File: config.mk
export PLATFORM = sky130hd
export DESIGN_NAME = heater_actuator_driver
export DESIGN_NICKNAME = d
export VERILOG_FILES = /design/src/rtl/heater_actuator_driver.sv
export SDC_FILE = /design/constraint.sdc
export NUM_CORES = 1
export LEC_CHECK = 0
export CAP_MARGIN = 25
export CORE_ASPECT_RATIO = 0.5
export CORE_MARGIN = 2
export CORE_UTILIZATION = 40
export CTS_BUF_LIST = sky130_fd_sc_hd__clkbuf_16
export DETAILED_ROUTE_END_ITERATION = 16
export PLACE_DENSITY = 0.68
export SLEW_MARGIN = 20
export SYNTH_ARGS = -nofsm -noshare
export SYNTH_HDL_FRONTEND = slang
export SYNTH_SLANG_ARGS = --single-unit
File: constraint.sdc
create_clock -name clk_i -period 6.42 [get_ports clk_i]
set_clock_uncertainty 0.1 [all_clocks]
set_input_delay 0.963 -clock clk_i [delete_from_list [all_inputs] [get_ports clk_i]]
set_output_delay 0.963 -clock clk_i [all_outputs]
set_load 0.01 [all_outputs]
File: src/rtl/heater_actuator_driver.sv
// -----------------------------------------------------------------------------
// heater_actuator_driver
//
// Purpose:
//   Turns the 1-bit heat request from the heating controller into a relay
//   drive for the physical heater. It adds the following protections:
//     - anti-short-cycle: a minimum on-time and a minimum off-time,
//     - relay supervision: relay feedback is compared with the drive, and a
//       persistent disagreement latches a fault until it is acknowledged,
//     - status: the current state and a count of completed normal ON cycles
//       are reported to the home-automation logic.
//
// Ports:
//   clk_i           system clock; all logic runs on the rising edge
//   reset_i         synchronous, active-high reset (overrides all inputs)
//   heat_req_i      heat request from the heating controller
//   heater_fb_i     relay feedback, 1 = heater energised
//   fault_clr_i     fault acknowledge, sampled as a level
//   heater_on_o     relay drive, high only in RUN
//   heater_state_o  0 = IDLE, 1 = RUN, 2 = LOCKOUT, 3 = FAULT
//   fault_o         high while in FAULT
//   cycle_count_o   completed normal ON cycles, saturating at 16'hFFFF
// -----------------------------------------------------------------------------
module heater_actuator_driver #(
  parameter int unsigned MIN_ON_CYCLES  = 8,
  parameter int unsigned MIN_OFF_CYCLES = 6,
  parameter int unsigned FB_TIMEOUT     = 4,
  parameter int unsigned CNT_W          = 8
) (
  input  logic        clk_i,
  input  logic        reset_i,
  input  logic        heat_req_i,
  input  logic        heater_fb_i,
  input  logic        fault_clr_i,
  output logic        heater_on_o,
  output logic [1:0]  heater_state_o,
  output logic        fault_o,
  output logic [15:0] cycle_count_o
);

  // ---------------------------------------------------------------------------
  // State encoding. The numeric values are visible on heater_state_o.
  // ---------------------------------------------------------------------------
  localparam logic [1:0] ST_IDLE    = 2'd0;
  localparam logic [1:0] ST_RUN     = 2'd1;
  localparam logic [1:0] ST_LOCKOUT = 2'd2;
  localparam logic [1:0] ST_FAULT   = 2'd3;

  // Terminal values for the timers, pre-sized to the counter width so that the
  // comparisons below are all made at CNT_W bits.
  localparam logic [CNT_W-1:0] OFF_LAST  = CNT_W'(MIN_OFF_CYCLES - 1);
  localparam logic [CNT_W-1:0] ON_LAST   = CNT_W'(MIN_ON_CYCLES - 1);
  localparam logic [CNT_W-1:0] FB_LAST   = CNT_W'(FB_TIMEOUT - 1);
  localparam logic [CNT_W-1:0] CNT_MAX   = {CNT_W{1'b1}};
  localparam logic [15:0]      CYCLE_MAX = 16'hFFFF;

  // ---------------------------------------------------------------------------
  // Registers and their next-state values
  // ---------------------------------------------------------------------------
  logic [1:0]       state_q,       state_d;
  logic [CNT_W-1:0] timer_q,       timer_d;
  logic [CNT_W-1:0] mismatch_q,    mismatch_d;
  logic [15:0]      cycle_count_q, cycle_count_d;

  // ---------------------------------------------------------------------------
  // Internal decode
  // ---------------------------------------------------------------------------
  logic drive_on;       // relay drive decoded from the registered state
  logic fb_mismatch;    // feedback disagrees with the drive this cycle
  logic fault_trip;     // mismatch persisted for FB_TIMEOUT cycles
  logic state_change;   // state_d differs from state_q
  logic run_complete;   // normal end of an ON cycle

  // The drive depends only on the registered state. A request therefore takes
  // effect one edge after it is sampled, and the relay never sees a glitch
  // from the combinational inputs.
  assign drive_on    = (state_q == ST_RUN);
  assign fb_mismatch = (heater_fb_i != drive_on);

  // Supervision runs in every state except FAULT. The trip fires on the edge
  // that would otherwise record the FB_TIMEOUT-th consecutive mismatch.
  assign fault_trip = (state_q != ST_FAULT) && fb_mismatch
                      && (mismatch_q == FB_LAST);

  // ---------------------------------------------------------------------------
  // Next-state logic
  // ---------------------------------------------------------------------------
  always_comb begin
    // NOTE: every output of this block gets a default before the case. Without
    // the default, a missing branch would infer a latch.
    state_d      = state_q;
    run_complete = 1'b0;

    if (fault_trip) begin
      // A fault trip overrides any normal transition on the same edge. That
      // includes the end of a RUN cycle, so a tripped cycle is not counted.
      state_d = ST_FAULT;
    end else begin
      case (state_q)
        ST_LOCKOUT: begin
          // heat_req is ignored in this state. The exit happens after exactly
          // MIN_OFF_CYCLES cycles in LOCKOUT.
          if (timer_q == OFF_LAST) begin
            state_d = ST_IDLE;
          end
        end

        ST_IDLE: begin
          if (heat_req_i) begin
            state_d = ST_RUN;
          end
        end

        ST_RUN: begin
          // If heat_req drops before the minimum on-time, the drop is held off
          // until the minimum is met. Comparing with >= keeps the exit valid
          // after the timer has saturated.
          if (!heat_req_i && (timer_q >= ON_LAST)) begin
            state_d      = ST_LOCKOUT;
            run_complete = 1'b1;
          end
        end

        ST_FAULT: begin
          // The fault is acknowledged only while nothing is requesting heat.
          // The exit goes through LOCKOUT, so the relay still gets its full
          // off-time.
          if (fault_clr_i && !heat_req_i) begin
            state_d = ST_LOCKOUT;
          end
        end

        default: begin
          state_d = ST_LOCKOUT;
        end
      endcase
    end
  end

  assign state_change = (state_d != state_q);

  // Timer: restarts at every state change. Otherwise it counts up and
  // saturates, so it cannot wrap around during a long RUN or FAULT.
  always_comb begin
    timer_d = timer_q;
    if (state_change) begin
      timer_d = '0;
    end else if (timer_q != CNT_MAX) begin
      timer_d = timer_q + 1'b1;
    end
  end

  // Mismatch counter: counts only consecutive disagreeing cycles. It is held
  // at zero in FAULT and restarts at every state change, so the short
  // feedback lag right after a drive transition cannot add up across states.
  always_comb begin
    mismatch_d = '0;
    if (!state_change && (state_q != ST_FAULT) && fb_mismatch
        && (mismatch_q != CNT_MAX)) begin
      mismatch_d = mismatch_q + 1'b1;
    end
  end

  // Count of completed ON cycles. It saturates instead of wrapping, so the
  // status side never sees the count go backwards.
  always_comb begin
    cycle_count_d = cycle_count_q;
    if (run_complete && (cycle_count_q != CYCLE_MAX)) begin
      cycle_count_d = cycle_count_q + 16'd1;
    end
  end

  // ---------------------------------------------------------------------------
  // Registers
  // ---------------------------------------------------------------------------
  always_ff @(posedge clk_i) begin
    // NOTE: sequential state is written with non-blocking assignments only, so
    // every register samples its pre-edge inputs no matter how the
    // statements are ordered.
    if (reset_i) begin
      // Power-up starts in LOCKOUT. A relay that was just de-energised by the
      // reset therefore still gets its full off-time.
      state_q       <= ST_LOCKOUT;
      timer_q       <= '0;
      mismatch_q    <= '0;
      cycle_count_q <= '0;
    end else begin
      state_q       <= state_d;
      timer_q       <= timer_d;
      mismatch_q    <= mismatch_d;
      cycle_count_q <= cycle_count_d;
    end
  end

  // ---------------------------------------------------------------------------
  // Outputs: all decoded from registers
  // ---------------------------------------------------------------------------
  assign heater_on_o    = drive_on;
  assign fault_o        = (state_q == ST_FAULT);
  assign heater_state_o = state_q;
  assign cycle_count_o  = cycle_count_q;

endmodule

# Word level (Yosys, flattened, before mapping)
# Cells that the tools add are included.
[op_classes]
n_addsub = 3
magnitude_cmp = 1
n_eq_ne = 11
mux = 9
bitwise_logic = 1
reduce_logical = 13
[ops]
columns = ["op", "count"]
rows = [
  ["16-bit by 1-bit adder with 16-bit output (second input constant)", 1],
  ["8-bit by 1-bit adder with 8-bit output (second input constant)", 2],
  ["16-bit inequality test (second input constant)", 1],
  ["8-bit inequality test (second input constant)", 2],
  ["2-bit 2-to-1 mux", 5],
  ["8-bit by 2-bit == test with 1-bit output (second input constant)", 1],
  ["8-bit by 3-bit == test with 1-bit output (second input constant)", 1],
  ["8-bit by 3-bit >= comparator with 1-bit output (second input constant)", 1],
  ["1-bit logical AND", 8],
  ["2-bit case mux with 4 select lines", 1],
  ["2-bit == test (second input constant)", 2],
  ["2-bit OR reduction", 2],
  ["1-bit 2-to-1 mux", 3],
  ["2-bit by 1-bit == test with 1-bit output (second input constant)", 1],
  ["1-bit logical NOT", 2],
  ["2-bit logical NOT", 1],
  ["2-bit inequality test", 1],
  ["2-bit inequality test (second input constant)", 1],
  ["1-bit inequality test", 1],
  ["1-bit inverter", 1],
]
[totals]
reg_bits = 34
input_bits = 5

# Logic depth before layout (Yosys ltp)
[depth]
word_depth = 12
mapped_depth = 7

# Worst setup path before layout
# No wires, ideal clock.
[synth_timing]
path_type = "input to register"
start = "input port heater_fb_i"
end = "register cycle_count_q[10], in the netlist cycle_count_o[10]"
setup_ns = 0.121
t_arrival_ns = 2.190
t_required_ns = 6.199
slack_ns = 4.010
path_stages = 5
path_buffers = 0
cell_sequence = "nor2b_1 -> o211ai_2 -> nand2_1 -> nor4b_1 -> mux2_2"
[synth_via]
elab_chain_len = 5
[synth_rtl]
columns = ["element", "line", "rtl"]
rows = [
  ["from (decl)", "33", "input logic heater_fb_i,"],
  ["1-bit inequality test", "78", "assign fb_mismatch = (heater_fb_i != drive_on);"],
  ["1-bit logical AND", "82", "assign fault_trip = (state_q != ST_FAULT) && fb_mismatch"],
  ["1-bit logical AND", "83", "&& (mismatch_q == FB_LAST);"],
  ["1-bit 2-to-1 mux", "94", "if (fault_trip) begin"],
  ["1-bit logical AND", "168", "if (run_complete && (cycle_count_q != CYCLE_MAX)) begin"],
  ["to (signal assigned)", "191", "cycle_count_q <= cycle_count_d;"],
  ["to (decl)", "63", "logic [15:0] cycle_count_q, cycle_count_d;"],
]
# No other way between the ends.
# A chain may end at the register's enable or synchronous reset.

# Final worst setup path
[layout_timing]
start = "input port reset_i"
end = "register mismatch_q[3]"
[layout_via]
elab_chain_len = 1
[layout_rtl]
columns = ["element", "line", "rtl"]
rows = [
  ["from (decl)", "31", "input logic reset_i,"],
  ["2-bit OR reduction (no line)", "--", ""],
  ["to (signal assigned)", "190", "mismatch_q <= mismatch_d;"],
  ["to (decl)", "62", "logic [CNT_W-1:0] mismatch_q, mismatch_d;"],
]
# No other way between the ends.

==> key figures <==
Power and ir drop
  • Total Power: 0.527 mW
  • Pleak: 0.753 nW
  • Peak supply drop: 0.101 mV
  • Power Density: 238 mW/mm^2

GRT
  • Vias in the first global route: 1445
  • GRT Util Overall: 15.8%
  • First-pass GRT wire length: 6350 um
  • Pin count of the biggest net entering global routing: 29
  • Total grt overflow: 0
  • Initial antenna violation count: 0

Route
  • Initial DRC count: 37
  • ANT nets after route: 0
  • First-pass iteration count of the detailed router: 4
  • Drt wl/cell: 13.1 um
  • Vias/cell: 5.47
  • DR DRC count: 0
  • Vias: 1558
  • Post-Route WL: 3730 um

Timing
  • Final hold vios: 0
  • Max Transition Viols Final: 0
  • Period minus WS final: 3.09 ns
  • F_max: 324 MHz
  • Slew @ Worst Pin: 0.919 ns
  • Final-report setup violation count: 0
  • Setup_tns: 0 ns
  • RSZ-0062 raised after global routing: false
  • Final period utilization: 48.1%
  • Max-slew headroom: 38.5%

Worst setup path
  • Critical Path Fanout Max: 28
  • WP data required: 6.44 ns
  • Crit path DAT: 3.11 ns
  • Worst setup path class: input port to register
  • Setup crit start kind: input port
  • Critical Path Sink Type: register

Logic synthesis
  • Post-Syn Instances: 204
  • Syn Std Cell Area: 0.00180 mm^2
  • Share of the synthesized area in the top cell type: 37.8%
  • Cell type with the highest aggregate area in the netlist: dfxtp_1
  • Synth cell count leaders: dfxtp_1 (34), nor2_1 (21), nand3_1 (13), nor2b_1 (12), nand2_1 (11)
  • Leading register cell type out of synthesis: dfxtp_1
  • Count leader, synth: dfxtp_1
  • Number of flops mapped to enable cells by yosys: 0
  • Distinct cells, synth: 44
  • Net Count, Synth: 213
  • Async SR Flop Fraction: 0%
  • Ranking of synthesized cells by area: dfxtp_1 (38%), nor2_1 (4.4%), nor2b_1 (4.2%)
  • Register bit total from synthesis: 34
  • Synthesized area per cell: 8.82 um^2
  • Sequential-to-total area share from yosys stat: 37.8%
  • Yosys warns: 0

Clocking
  • H-tree level count: 2
  • Clock Tree Root: clkbuf_16
  • CTS max path bufs: 2
  • Total setup buffers inserted after CTS: 0
  • Clk slew on worst S/H paths: 0.05 ns
  • CTS resizes: 0
  • TritonCTS Buffers: 5
  • CTS Hold Bufs: 0
  • Clk Latency, worst-skew pair: 0.27 ns
  • CTS tree: done
  • Clock Sink Count: 34

Placement
  • Placed wire-length estimate: 2550 um
  • I/O Buffers: 24
  • Gpl congestion: 0.811

Floorplan
  • DIE AREA: 0.00508 mm^2
  • # IOs: 25
  • Initial core utilization: 41.3%
  • Die H: 51.4 um
  • DIE WIDTH: 98.8 um
  • Core area: 0.00436 mm^2
  • Rows: 17

Finish
  • Layout Nets: 236
  • Area added between synthesis and finish: 22.9%
  • Layout cells sized above 1: 9.65%
  • Inserted Diodes: 0
  • FILL cells: 390

Hold path
  • Hold crit path type: register to register

Outcome
  • Outcome: complete, no violations

Run
  • Max-cap viol count: 0
[through the flow]
stage / std cells / hold WS [ns] / util (%) / area [um^2] / setup WS [ns]
2_1_floorplan: 204 / 0.348 / - / 1800 / 4.01
3_3_place_gp: 277 / 0.371 / 47.6 / 2080 / 3.09
3_5_place_dp: 277 / 0.391 / 47.6 / 2080 / 3.00
4_1_cts: 285 / 0.399 / 50.7 / 2210 / 3.31
5_1_grt: 285 / 0.434 / 50.7 / 2210 / 3.13
6_report: 285 / 0.411 / 50.7 / 2210 / 3.33
[critical path, cell delays in order]
cell and delay (ns):
clkdlybuf4s50_1 1.08, and4b_1 0.29, a31oi_2 0.64, nor3_1 0.14
[power by group]
group	switching [mW]	total, mW	internal, mW	leakage (nW)
registers	0.0186	0.242	0.223	0.275
clock network	0.0830	0.222	0.139	0.0663
logic	0.0342	0.0633	0.0291	0.412
[per-layer routing]
layer	vias to the layer above	wire length [um]	GRT usage (%)
met2	16	1740	27.3
met1	729	1860	18.8
met3	4	94	5.34
li1	809	-	-
met5	-	0	0
met4	0	39	4.79
[path summary, 6_finish.rpt]
| check | from | to | slack (ns) | cells after the start |
|---|---|---|---|---|
| min reg2reg | cycle_count_o[12] | cycle_count_o[12] | 0.41 | 2 |
| max reg2reg | mismatch_q[0] | mismatch_q[3] | 3.85 | 6 |
| max | reset_i | mismatch_q[3] | 3.33 | 4 |
| min | cycle_count_o[12] | cycle_count_o[12] | 0.41 | 2 |
[state kept, by name, indices dropped and copies added (netlist names)]
register        count
cycle_count_o      16
timer_q             8
mismatch_q          8
heater_state_o      2
[final cells by class]
| cell class | instances | area, um^2 | share of cell area, % |
|---|---|---|---|
| inverters | 4 | 15.0 | 0.679 |
| multi-input cells | 158 | 1070 | 48.3 |
| clock inverters | 3 | 11.3 | 0.509 |
| repair buffers | 24 | 240 | 10.9 |
| well taps | 57 | 71.3 | 3.22 |
| clock buffers | 5 | 125 | 5.66 |
| flip-flops and latches | 34 | 681 | 30.8 |
[cells by family (layout without fill, tap and decap cells)]
logic type,after synthesis,count (layout),synth area share [%]
buffers and inverters,12,36,2.78
adders and majority gates,4,4,2.78
xor gates and xnor gates,9,9,4.38
AOI/OAI and AO/OA,33,33,14.4
and+or+nand+nor,104,104,33.0
DFF,34,34,37.8
muxes,8,8,4.87
[placed cells by master (no fill, tap or decap), types with 6 or more instances in the layout]
| cell | n |
|---|---|
| nor2b_1 | 12 |
| nor2_1 | 21 |
| mux2_2 | 6 |
| o21ai_0 | 6 |
| nand3_1 | 13 |
| dfxtp_1 | 34 |
| nor3_1 | 9 |
| nand2_1 | 11 |
| a21oi_1 | 8 |
| clkdlybuf4s50_1 | 24 |
(Power assumes the default switching activity.)
